$ cat config.mk
export PLATFORM = sky130hd
export DESIGN_NAME = ipm2t_hssthp_tx_comma_insert_40b
export DESIGN_NICKNAME = d
export VERILOG_FILES = /design/src/rtl/ipm2t_hssthp_tx_comma_insert_40b.sv
export SDC_FILE = /design/constraint.sdc
export NUM_CORES = 1
export LEC_CHECK = 0
export ABC_AREA = 1
export BUFFER_PORTS_ARGS = -buffer_cell sky130_fd_sc_hd__buf_2
export CAP_MARGIN = 0
export CORE_ASPECT_RATIO = 2
export CORE_MARGIN = 2
export CORE_UTILIZATION = 50
export DETAILED_ROUTE_END_ITERATION = 10
export HOLD_SLACK_MARGIN = 0.05
export MAX_ROUTING_LAYER = met4
export PLACE_DENSITY = 0.94
export RECOVER_POWER = 100
export SLEW_MARGIN = 20
export SYNTH_ARGS = -nofsm -noshare
export SYNTH_HDL_FRONTEND = slang
export SYNTH_SLANG_ARGS = --single-unit
$ cat constraint.sdc
create_clock -name clk -period 4.4 [get_ports clk]
set_clock_uncertainty 0.2 [all_clocks]
set_input_delay 0.88 -clock clk [delete_from_list [all_inputs] [get_ports clk]]
set_output_delay 0.88 -clock clk [all_outputs]
set_load 0.1 [all_outputs]
$ cat src/rtl/ipm2t_hssthp_tx_comma_insert_40b.sv
// TX comma inserter for the HSST PCS user side: runs comma training after enable,
// then forwards user words and keeps the link aligned with idle-fill and periodic commas.
module ipm2t_hssthp_tx_comma_insert_40b (
  input  logic        clk,
  input  logic        rst_n,
  input  logic        enable,
  input  logic [7:0]  cfg_comma_reg0,
  input  logic [1:0]  cfg_data_width,
  input  logic [7:0]  cfg_train_len,
  input  logic [15:0] cfg_idle_period,
  input  logic [63:0] i_txd,
  input  logic [7:0]  i_txk,
  input  logic        i_txvalid,
  output logic        o_txready,
  output logic [79:0] o_txd,
  output logic [7:0]  o_txk,
  output logic        o_train_done
);

  typedef enum logic [1:0] {
    ST_IDLE,
    ST_TRAIN,
    ST_DATA
  } state_e;

  state_e      state_q;
  logic [7:0]  train_cnt_q;
  logic [15:0] period_cnt_q;
  logic [15:0] period_cnt_d;
  logic [63:0] txd_q;
  logic [7:0]  txk_q;
  logic        txready_q;
  logic        train_done_q;

  logic        wide;
  logic [31:0] comma_lane;
  logic [63:0] comma_txd;
  logic [7:0]  comma_txk;
  logic [63:0] data_txd;
  logic [7:0]  data_txk;
  logic [7:0]  train_load;
  logic        transfer;
  logic        insert_due;

  // Only 2'b10 selects the 64-bit lane pair; every other code behaves as 32-bit.
  assign wide       = (cfg_data_width == 2'b10);
  assign comma_lane = {8'h50, 8'h50, 8'h50, cfg_comma_reg0};
  assign comma_txd  = wide ? {comma_lane, comma_lane} : {32'h0, comma_lane};
  assign comma_txk  = wide ? 8'h11 : 8'h01;
  assign data_txd   = wide ? i_txd : {32'h0, i_txd[31:0]};
  assign data_txk   = wide ? i_txk : {4'h0, i_txk[3:0]};
  assign train_load = (cfg_train_len == 8'd0) ? 8'd1 : cfg_train_len;

  // A falling enable overrides a pending handshake so no word is taken on the way out.
  assign transfer   = enable && (state_q == ST_DATA) && txready_q && i_txvalid;

  // NOTE: default assignment first so the combinational block never infers a latch.
  always_comb begin
    period_cnt_d = '0;
    if (transfer && (cfg_idle_period != 16'd0)) begin
      period_cnt_d = (&period_cnt_q) ? period_cnt_q : period_cnt_q + 16'd1;
    end
  end

  // Compare with >= so a period lowered below the running count still forces an insertion.
  assign insert_due = (cfg_idle_period != 16'd0) && (period_cnt_d >= cfg_idle_period);

  // NOTE: non-blocking assignments for all state so every register samples pre-edge values.
  always_ff @(posedge clk or negedge rst_n) begin
    if (!rst_n) begin
      state_q      <= ST_IDLE;
      train_cnt_q  <= '0;
      period_cnt_q <= '0;
      txd_q        <= '0;
      txk_q        <= '0;
      txready_q    <= 1'b0;
      train_done_q <= 1'b0;
    end else if (!enable) begin
      state_q      <= ST_IDLE;
      train_cnt_q  <= '0;
      period_cnt_q <= '0;
      txd_q        <= '0;
      txk_q        <= '0;
      txready_q    <= 1'b0;
      train_done_q <= 1'b0;
    end else begin
      case (state_q)
        ST_IDLE: begin
          state_q      <= ST_TRAIN;
          train_cnt_q  <= train_load;
          period_cnt_q <= '0;
          txd_q        <= comma_txd;
          txk_q        <= comma_txk;
          txready_q    <= 1'b0;
          train_done_q <= 1'b0;
        end
        ST_TRAIN: begin
          txd_q        <= comma_txd;
          txk_q        <= comma_txk;
          period_cnt_q <= '0;
          if (train_cnt_q <= 8'd1) begin
            state_q      <= ST_DATA;
            train_cnt_q  <= '0;
            txready_q    <= 1'b1;
            train_done_q <= 1'b1;
          end else begin
            train_cnt_q  <= train_cnt_q - 8'd1;
            txready_q    <= 1'b0;
            train_done_q <= 1'b0;
          end
        end
        ST_DATA: begin
          txd_q        <= transfer ? data_txd : comma_txd;
          txk_q        <= transfer ? data_txk : comma_txk;
          period_cnt_q <= period_cnt_d;
          txready_q    <= !insert_due;
          train_done_q <= 1'b1;
        end
        default: begin
          state_q      <= ST_IDLE;
          train_cnt_q  <= '0;
          period_cnt_q <= '0;
          txd_q        <= '0;
          txk_q        <= '0;
          txready_q    <= 1'b0;
          train_done_q <= 1'b0;
        end
      endcase
    end
  end

  assign o_txd        = {16'h0, txd_q};
  assign o_txk        = txk_q;
  assign o_txready    = txready_q;
  assign o_train_done = train_done_q;

endmodule
==> results.ini, run 1 <==
[worst_setup_path]
criticalPathCategory = flip-flop to flip-flop
cp-start-kind = flip-flop
r2r_start = state_q[0]
crit_path_end_kind = flip-flop
r2r_end = o_txready
cp_max_fo = 17
r2r_cells = 16
crit_arrival_ns = 3.69
cp.required_ns = 4.42
rrSetupSlack_ns = 0.73

[flow_run]
maxCapViolCount = 1

[die]
rows = 52
coreArea_um2 = 10000
die_area_um2 = 11000
fp.dieH_um = 147
die_x_um = 75.3
start_util_pct = 50.7
ioPinCount = 200

[min_path]
hold_depth = 2
hp-class = flip-flop to flip-flop
min_from = train_cnt_q[6]
holdPathEnd = train_cnt_q[6]

[synthesis]
synthArstFlopShare_pct = 100
synth_seq_cells = 100
yosys-top-cells-area = dfrtp_1, nand2_1, nor2_1
synth_warnings = 0
synthesis.area_um2 = 5080
synthFlopType = dfrtp_1
synth_cell_type_count = 32
synth_edf_count = 0
synth_area_per_cell_um2 = 8.14
yosysTopAreaCellShare_pct = 49.2
synth_common_cells = nand2_1, dfrtp_1, nor2_1, inv_1, a21oi_1
synthCells = 624
yosysTopAreaCell = dfrtp_1
synth.most_common_cell = nand2_1
synth.yosys.seq_area_share_pct = 49.2

[timing]
period_share_pct = 83.4
rsz0062_at_grt = false
hold_violations = 0
period_minus_slack_ns = 3.67
fin_tns_setup_ns = 0
slew_viol_final = 44
fin_ws_ns = 0.729
slew_headroom_pct = -48.5
timing.fmax_mhz = 272
worstMarginPinSlew_ns = 2.23
finalSetupViolations = 0

[placement]
gp_congestion = 0.976
dp_slack_ns = 1.22
hpwlAfterDp_mm = 10.5
portBuffers = 183

[clock_tree]
clock_sinks = 100
h-tree-depth = 3
holdBufCountCts = 0
cts_resized = 0
clk_latency_ns = 0.34
cts-root-buf = clkbuf_16
clk_pin_slew_ns = 0.07
cts_buffers = 9
clockBufferDepth = 2
postCtsSetupBuffers = 0
cts_tree = yes

[finish]
drive_gt1_share_pct = 17.5
area_growth_pct = 23.1
finalNetCount = 937

[status]
violations = max-capacitance violations, max-slew violations
outcome = finished, violations left

[detailed_routing]
met1_length_mm = 4.82
dr_wl_met2_mm = 7.31
firstDrtPassIters = 5
dr_wl_met3_um = 647
drtIter0Drc = 275
drc = 0
vias_per_cell = 4.96
num_vias = 4679
routed.top_layer = met4
ant_nets = 0
wirelength_mm = 13.2
wl_per_cell_um = 14.0

[global_route]
grt_pass1_wl_mm = 21.5
grt_pass1_vias = 4699
grt_util_all_layers_pct = 26.1
grt_max_degree = 60
antenna_found_initial = 1
grt_overflow = 0

[power_and_ir_drop]
ir_drop_v = 0.000296
power.density_nw_per_um2 = 496
leakagePower_nw = 3.21

## final cells by class
type                    instances  area [µm²]
diodes                          1        2.50
fillers                       932        3770
well taps                     135         169
multi-input cells             435        2160
flip-flops and latches        100        2500
inverters                      71         267
repair buffers                186         840
clock buffers                   9         225
clock inverters                 7        90.1
## per-layer routing
layer  vias up  GRT usage (%)
li1       2307              -
met1      2153           29.0
met2       181           44.7
met3        38           4.76
met4         0           10.4
met5         -              -
## cell usage in the layout (no fill, tap or decap), drive strengths merged
cell type	count
nand3	21
ha	24
nand2	169
a31oi	9
o21ai	30
or2	4
clkinv	2
nand4	9
xnor2	1
a21o	1
xor2	5
inv	75
dfrtp	100
bufinv	1
a21oi	29
diode	1
nor2	88
clkbuf	86
buf	109
conb	16
o21bai	1
o22ai	14
a21boi	8
nor3	6
## worst max-delay path: stages, from the launching register on
cell     delay, ns
dfrtp_1       0.42
inv_1         0.12
ha_1          0.51
nand2_1       0.30
nor2_1        0.28
nand2_1       0.33
inv_1         0.30
o21ai_1       0.13
a21oi_1       0.13
ha_1          0.13
nand2_1       0.06
inv_1         0.08
nand3_1       0.09
nor3_1        0.23
nand2_1       0.09
nand3_1       0.09
a21oi_1       0.06
## where the power goes
group | leakage, nW | switching [W] | internal [W]
Sequential | 1.37 | 0.0000546 | 0.00102
Clock | 0.156 | 0.000368 | 0.000458
Combinational | 1.69 | 0.000977 | 0.000219
Total | 3.21 | 0.00140 | 0.00170
## state kept, by name (all words and copies together) (netlist names)
register / count
train_cnt_q: 8
txd_q: 64
o_txready: 1
period_cnt_q: 16
o_txk: 8
o_train_done: 1
state_q: 2
## metrics by stage
step | utilization (%) | hold slack, ns | total power, W | instances | cell area [µm²]
after floorplan | - | 0.271 | 0.00204 | 639 | 5140
after global placement | 60.4 | 0.293 | 0.00228 | 927 | 6050
after detailed placement | 60.4 | 0.304 | 0.00230 | 927 | 6050
after CTS | 63.5 | 0.323 | 0.00313 | 943 | 6360
after global routing | 62.4 | 0.338 | 0.00325 | 944 | 6250
final | 62.4 | 0.325 | 0.00310 | 944 | 6250
## kinds of logic after synthesis
kind of cell / synth area share, %
AND/OR/NAND/NOR: 24.4
buffers and inverters: 9.18
flip-flops: 49.2
AO/OA/AOI/OAI: 10.1
adder cells (fa/ha/maj): 5.91
XOR/XNOR: 1.03
other: 0.0738
## worst max path at each step
stage | startpoint | endpoint | slack [ns] | cells after the start
after CTS | state_q[0] | o_txready | 1.25 | 16
after global routing | state_q[0] | o_txready | 0.48 | 16
after global placement | cfg_idle_period[15] | o_txready | 1.34 | 17
final | state_q[0] | o_txready | 0.73 | 16
after detailed placement | cfg_idle_period[15] | o_txready | 1.22 | 17
after floorplan | o_txready | o_txready | 1.65 | 15
Power figures use the tool's default switching activity.
==> inputs of run 2 (changes only) <==
--- a/config.mk
+++ b/config.mk
@@ -10,11 +10,11 @@
 export CAP_MARGIN = 0
 export CORE_ASPECT_RATIO = 2
 export CORE_MARGIN = 2
-export CORE_UTILIZATION = 50
+export CORE_UTILIZATION = 44
 export DETAILED_ROUTE_END_ITERATION = 10
 export HOLD_SLACK_MARGIN = 0.05
 export MAX_ROUTING_LAYER = met4
-export PLACE_DENSITY = 0.94
+export PLACE_DENSITY = 0.88
 export RECOVER_POWER = 100
 export SLEW_MARGIN = 20
 export SYNTH_ARGS = -nofsm -noshare
==> constraint.sdc (replaced) <==
create_clock -name clk -period 3.3 [get_ports clk]
set_clock_uncertainty 0.2 [all_clocks]
set_input_delay 0.66 -clock clk [delete_from_list [all_inputs] [get_ports clk]]
set_output_delay 0.66 -clock clk [all_outputs]
set_load 0.1 [all_outputs]
==> run 2 against run 1 <==
  * The flow now finishes without violations
  * Clock-buffer cell count stayed put
  * Final cell count up 0.85%
  * Clock power rose by 40%
  * Total power rose by 35%
  * Non-clock buffer count grew 2
  * Wire length increased by 4.0%
  * Worst setup slack got worse by 0.36 ns
  * Maximum frequency up 25%
  * Register-to-register slack got worse by 0.36 ns
  * Global-route usage down 2.9 points
  * Critical path type unchanged
  * Largest cell class unchanged
==> results.ini, run 2 (synthesis gave the netlist of run 1 again) <==
[finish]
reg_top3 = txd_q x64, period_cnt_q x16
finalNetCount = 939  ; +0.21%
fin_cells = 952  ; +0.85%
drive_gt1_share_pct = 17.7  ; +0.20 points
mostFrequentLayoutCells = nand2_1, buf_2, dfrtp_1, nor2_1, clkbuf_1
nFillCells = 1081  ; +16%
fin_util_pct = 55.7  ; -6.7 points
final_area_um2 = 6290  ; +0.56%
diodes = 0  ; -1
multiInputGateArea_um2 = 2160  ; +0.23%
final_common_cell = nand2_1
largest_reg_flops = 64  ; unchanged
area_growth_pct = 23.8
seq_area_um2 = 2500  ; unchanged
top_register = txd_q

[flow_run]
maxCapViolCount = 0  ; -1

[die]
fp.dieH_um = 156  ; +6.4%
start_util_pct = 45.0  ; -5.7 points
rows = 55  ; +5.8%
coreArea_um2 = 11300  ; +13%
die_area_um2 = 12500  ; +13%
die_x_um = 80.0  ; +6.2%
ioPinCount = 200  ; unchanged

[worst_setup_path]
worst_path_most_repeated_cell = nand3_1
crit_path_end_kind = flip-flop
cp_max_fo = 15  ; -2
crit_arrival_ns = 2.96  ; -0.73 ns
cp_cell_sequence = ha_1 -> nand3_1 -> nor2_4 -> nand3_2 -> nor2_4 -> inv_1 -> nand2_1 -> a21oi_1 -> ha_1 -> nand3_1 -> nor3_1 -> nand2_1 -> nand3_1 -> a21oi_1
cpPeakStageDelay_ns = 0.42  ; -0.09 ns
criticalPathCategory = flip-flop to flip-flop
cp-start-kind = flip-flop
cp.required_ns = 3.32  ; -1.10 ns
cp_slowest_cell = dfrtp_1

[clock_tree]
holdBufCountCts = 0  ; unchanged
cts_tree = yes
clk_pin_slew_ns = 0.07  ; about the same
clock_sinks = 100  ; unchanged
cts_buffers = 9  ; unchanged
clk_latency_ns = 0.34  ; about the same
postCtsSetupBuffers = 0  ; unchanged
cts-root-buf = clkbuf_16
clockBufferDepth = 2  ; unchanged
cts_resized = 0  ; unchanged
h-tree-depth = 3  ; unchanged

[detailed_routing]
drtIter0Drc = 186  ; -32%
wirelength_mm = 13.7  ; +4.0%
vias_per_cell = 4.93  ; -0.46%
ant_nets = 0  ; unchanged
drc = 0  ; unchanged
wl_per_cell_um = 14.4  ; +3.1%
firstDrtPassIters = 4  ; -1
num_vias = 4697  ; +0.38%

[timing]
slew_viol_final = 0  ; -100%
finalSetupViolations = 0  ; unchanged
period_minus_slack_ns = 2.93  ; -0.736 ns
hold_violations = 0  ; unchanged
rsz0062_at_grt = false
slew_headroom_pct = 15.6  ; +64 points
worstMarginPinSlew_ns = 1.27  ; -0.955 ns
period_share_pct = 88.9  ; +5.5 points
timing.fmax_mhz = 341  ; +25%
fin_tns_setup_ns = 0  ; unchanged

[power_and_ir_drop]
ir_drop_v = 0.000434  ; +47%
internal-power_w = 0.00233  ; +37%
p_sw_w = 0.00186  ; +33%
power_frac_clock_pct = 27.5  ; +0.8 points
p_comb_share_pct = 38.4  ; -0.2 points
power_frac_seq_pct = 34.1  ; -0.7 points
power.density_nw_per_um2 = 667  ; +35%
netSwitchingFraction_pct = 44.4  ; -0.77 points
leakagePower_nw = 3.22  ; +0.15%

[placement]
place_inst = 936  ; +0.97%
portBuffers = 183  ; unchanged
gp_congestion = 0.936  ; -4.1%
postPlaceCellArea_um2 = 6080  ; +0.60%
hpwlAfterDp_mm = 10.7  ; +2.3%

[global_route]
grt_pass1_wl_mm = 21.7  ; +1.3%
grt_max_degree = 60  ; unchanged
grt_util_all_layers_pct = 23.2  ; -2.9 points
grt_pass1_vias = 4642  ; -1.2%
grt_overflow = 0  ; unchanged
antenna_found_initial = 0  ; -1

[min_path]
hp-class = flip-flop to flip-flop

[status]
outcome = finished, final reports clean

run 2: stage by stage:
stage          hold slack, ns  power [W]  setup WS [ns]
5_1_grt                 0.323    0.00440          0.133
3_5_place_dp            0.300    0.00309          0.367
4_1_cts                 0.163    0.00425          0.515
2_1_floorplan           0.164    0.00273          0.554
6_report                0.323    0.00420          0.365
3_3_place_gp            0.287    0.00306          0.450
run 2: cell type report:
class                      count  share of cell area, %
tap                          142                   2.83
timing repair buffer         188                   13.5
multi-input combinational    435                   34.4
inverter                      71                   4.24
sequential                   100                   39.8
clock inverter                 7                   1.67
clock buffer                   9                   3.58
run 2: path summary, 6_finish.rpt:
| check | start | end | slack [ns] | cells past startpoint |
|---|---|---|---|---|
| min in group asynchronous | rst_n | txd_q[30] | 0.37 | 1 |
| hold reg to reg | train_cnt_q[5] | train_cnt_q[5] | 0.32 | 2 |
| setup / recovery | period_cnt_q[0] | o_txready | 0.37 | 14 |
| setup reg to reg | period_cnt_q[0] | o_txready | 0.37 | 14 |
| max in group asynchronous | rst_n | txd_q[43] | 0.64 | 2 |
| hold / removal | train_cnt_q[5] | train_cnt_q[5] | 0.32 | 2 |
run 2: routing by layer:
| layer | vias up | GRT usage [%] | wire, µm |
|---|---|---|---|
| met5 | - | - | 0 |
| met2 | 173 | 41.0 | 7650 |
| met3 | 37 | 4.46 | 700 |
| met1 | 2180 | 24.3 | 4930 |
| met4 | 0 | 10.9 | 473 |
| li1 | 2307 | - | - |
run 2: worst max-delay path: cells and delay by family, from the launching register on:
kind | cells | cell delay (ns)
AOI/OAI and AO/OA | 2 | 0.13
DFF | 1 | 0.42
and+or+nand+nor | 9 | 1.30
buffers and inverters | 1 | 0.22
adders and majority gates | 2 | 0.55
run 2: power groups by stage:
stage	clock network [W]	registers, W	logic [W]
6_report	0.00116	0.00143	0.00161
2_1_floorplan	0	0.00212	0.000606
4_1_cts	0.00118	0.00143	0.00164
5_1_grt	0.00123	0.00145	0.00172
3_3_place_gp	0	0.00144	0.00162
3_5_place_dp	0	0.00145	0.00164
==> inputs of run 3 (changes only) <==
--- a/config.mk
+++ b/config.mk
@@ -10,11 +10,11 @@
 export CAP_MARGIN = 0
 export CORE_ASPECT_RATIO = 2
 export CORE_MARGIN = 2
-export CORE_UTILIZATION = 44
+export CORE_UTILIZATION = 50
 export DETAILED_ROUTE_END_ITERATION = 10
 export HOLD_SLACK_MARGIN = 0.05
 export MAX_ROUTING_LAYER = met4
-export PLACE_DENSITY = 0.88
+export PLACE_DENSITY = 0.94
 export RECOVER_POWER = 100
 export SLEW_MARGIN = 20
 export SYNTH_ARGS = -nofsm -noshare
==> constraint.sdc (replaced) <==
create_clock -name clk -period 3.7 [get_ports clk]
set_clock_uncertainty 0.2 [all_clocks]
set_input_delay 0.74 -clock clk [delete_from_list [all_inputs] [get_ports clk]]
set_output_delay 0.74 -clock clk [all_outputs]
set_load 0.1 [all_outputs]
==> run 3 against run 2 <==
  * The run now ends with max-capacitance violations, max-slew violations left
  * Total power shrank 14%
  * Sequential power down 10%
  * Clock power fell by 24%
  * Final cell count is 0.84% lower
  * Maximum frequency down 8.1%
  * Utilization rose by 6.6 points
  * Wire length fell by 1.5%
  * Combinational power down 11%
  * Global-route usage is 2.6 points higher
  * Critical path depth rose by 2
  * Via count rose by 0.94%
  * Critical path type unchanged
==> results.ini, run 3 (synthesis gave the netlist of run 1 again) <==
[power_and_ir_drop]
p_sw_w = 0.00166  ; -11%
power_frac_clock_pct = 24.6  ; -2.9 points
p_comb_share_pct = 39.9  ; +1.5 points
internal-power_w = 0.00195  ; -17%
ir_drop_v = 0.000403  ; -7.1%
leakagePower_nw = 3.20  ; -0.53%
netSwitchingFraction_pct = 46.0  ; +1.6 points
power.density_nw_per_um2 = 577  ; -13%
p_total_w = 0.00361  ; -14%
power_frac_seq_pct = 35.5  ; +1.4 points

[timing]
whs_ns = 0.320  ; -0.00367 ns
finalSetupViolations = 0  ; unchanged
period_minus_slack_ns = 3.19  ; +0.258 ns
rsz0062_at_grt = false
worstMarginPinSlew_ns = 2.45  ; +1.18 ns
hold_violations = 0  ; unchanged
period_share_pct = 86.3  ; -2.6 points
fin_tns_setup_ns = 0  ; unchanged
timing.fmax_mhz = 313  ; -8.1%
slew_headroom_pct = -63.7  ; -79 points
slew_viol_final = 45  ; +45

[finish]
drive_gt1_share_pct = 17.7  ; +0.022 points
final_common_cell = nand2_1
fin_cells = 944  ; -0.84%
reg_top3 = txd_q x64, period_cnt_q x16
largest_reg_flops = 64  ; unchanged
nFillCells = 917  ; -15%
area_growth_pct = 23.0
top_register = txd_q
finalNetCount = 938  ; -0.11%
diodes = 0  ; unchanged
mostFrequentLayoutCells = nand2_1, buf_2, dfrtp_1, nor2_1, clkbuf_1

[worst_setup_path]
cp_cell_sequence = inv_1 -> ha_1 -> buf_4 -> nand2_2 -> nor2_4 -> nand2_1 -> inv_1 -> o21ai_1 -> nor2_1 -> ha_1 -> nand2_1 -> o21bai_1 -> nand2_1 -> a21oi_1 -> nand3_1 -> a21oi_1
cpPeakStageDelay_ns = 0.42  ; about the same
r2r_cells = 16  ; +2
cp_slowest_cell = dfrtp_1
worst-path-buf-inv = 3  ; +2
crit_path_end_kind = flip-flop
cp.required_ns = 3.76  ; +0.44 ns
crit_arrival_ns = 3.25  ; +0.29 ns
cp-start-kind = flip-flop
r2r_start = state_q[0]
worst_path_most_repeated_cell = nand2_1
rrSetupSlack_ns = 0.51  ; +0.14 ns
cp_max_fo = 17  ; +2
r2r_end = o_txready
criticalPathCategory = flip-flop to flip-flop
critPathTopFamily = simple AND/OR/NAND/NOR gates

[global_route]
antenna_found_initial = 0  ; unchanged
grt_pass1_vias = 4624  ; -0.39%
grt_overflow = 0  ; unchanged
grt_pass1_wl_mm = 21.1  ; -2.8%
grt_util_all_layers_pct = 25.8  ; +2.6 points
grt_max_degree = 60  ; unchanged

[placement]
portBuffers = 183  ; unchanged
gp_congestion = 0.965  ; +3.1%
hpwlAfterDp_mm = 10.7  ; -0.90%
place_inst = 928  ; -0.85%

[die]
ioPinCount = 200  ; unchanged
fp.dieH_um = 147  ; -6.0%
die_area_um2 = 11000  ; -12%
rows = 52  ; -5.5%
coreArea_um2 = 10000  ; -11%
start_util_pct = 50.7  ; +5.7 points
die_x_um = 75.3  ; -5.9%

[clock_tree]
h-tree-depth = 3  ; unchanged
holdBufCountCts = 0  ; unchanged
postCtsSetupBuffers = 0  ; unchanged
cts_resized = 0  ; unchanged
cts_buffers = 9  ; unchanged
cts-root-buf = clkbuf_16
clk_pin_slew_ns = 0.07  ; about the same
clock_sinks = 100  ; unchanged
clockBufferDepth = 2  ; unchanged
clk_latency_ns = 0.34  ; about the same
cts_tree = yes

[detailed_routing]
drc = 0  ; unchanged
num_vias = 4741  ; +0.94%
drtIter0Drc = 260  ; +40%
firstDrtPassIters = 7  ; +3
wl_per_cell_um = 14.3  ; -0.69%
ant_nets = 0  ; unchanged
wirelength_mm = 13.5  ; -1.5%
vias_per_cell = 5.02  ; +1.8%

[min_path]
holdPathEnd = train_cnt_q[6]
min_from = train_cnt_q[6]
hold_depth = 2  ; unchanged
hp-class = flip-flop to flip-flop

[status]
violations = max-capacitance violations, max-slew violations
outcome = finished, violations left

[flow_run]
maxCapViolCount = 1  ; +1

[run 3: cell types whose count changed in the layout (fill, tap and decap cells not counted), sizes merged]
cell      change
inv           +1
clkinvlp      +1
clkbuf        -4
bufinv        -2
buf           +3
[run 3: per-layer routing]
layer	track usage [%]	routed length, µm
met5	-	0
met3	5.11	770
met2	45.4	7540
met4	11.8	461
met1	26.2	4770
[run 3: layout make-up]
| type | instances | area [µm²] | area share, % |
|---|---|---|---|
| flip-flops and latches | 100 | 2500 | 40.0 |
| multi-input cells | 435 | 2170 | 34.7 |
| repair buffers | 187 | 865 | 13.8 |
| inverters | 71 | 267 | 4.27 |
| clock buffers | 9 | 225 | 3.60 |
| well taps | 135 | 169 | 2.70 |
| clock inverters | 7 | 55.1 | 0.881 |
[run 3: metrics by stage]
step	utilization [%]	setup WS (ns)	area, µm²
after floorplan	-	0.954	5140
after global placement	60.6	0.766	6070
after detailed placement	60.6	0.656	6070
after CTS	63.3	0.766	6350
after global routing	62.4	0.295	6250
final	62.4	0.507	6250
[run 3: how the worst max path moves through the flow]
stage | from | endpoint | slack, ns | depth (start not counted)
floorplan | o_txready | o_txready | 0.95 | 15
global placement | cfg_idle_period[7] | o_txready | 0.77 | 17
detailed placement | cfg_idle_period[7] | o_txready | 0.66 | 17
CTS | state_q[0] | o_txready | 0.77 | 16
global route | state_q[0] | o_txready | 0.29 | 16
finish | state_q[0] | o_txready | 0.51 | 16
[run 3: power by group through the flow]
stage                     clock network, W  logic (W)  registers [W]
after global placement                   0    0.00143        0.00129
after global routing              0.000957    0.00153        0.00129
after detailed placement                 0    0.00145        0.00130
after CTS                         0.000904    0.00146        0.00128
after floorplan                          0   0.000540        0.00189
final                             0.000887    0.00144        0.00128
[run 3: worst min-delay path, delay by kind of cell (launching register included)]
family / cells / cell delay (ns)
flops: 1 / 0.37
simple gates: 2 / 0.12
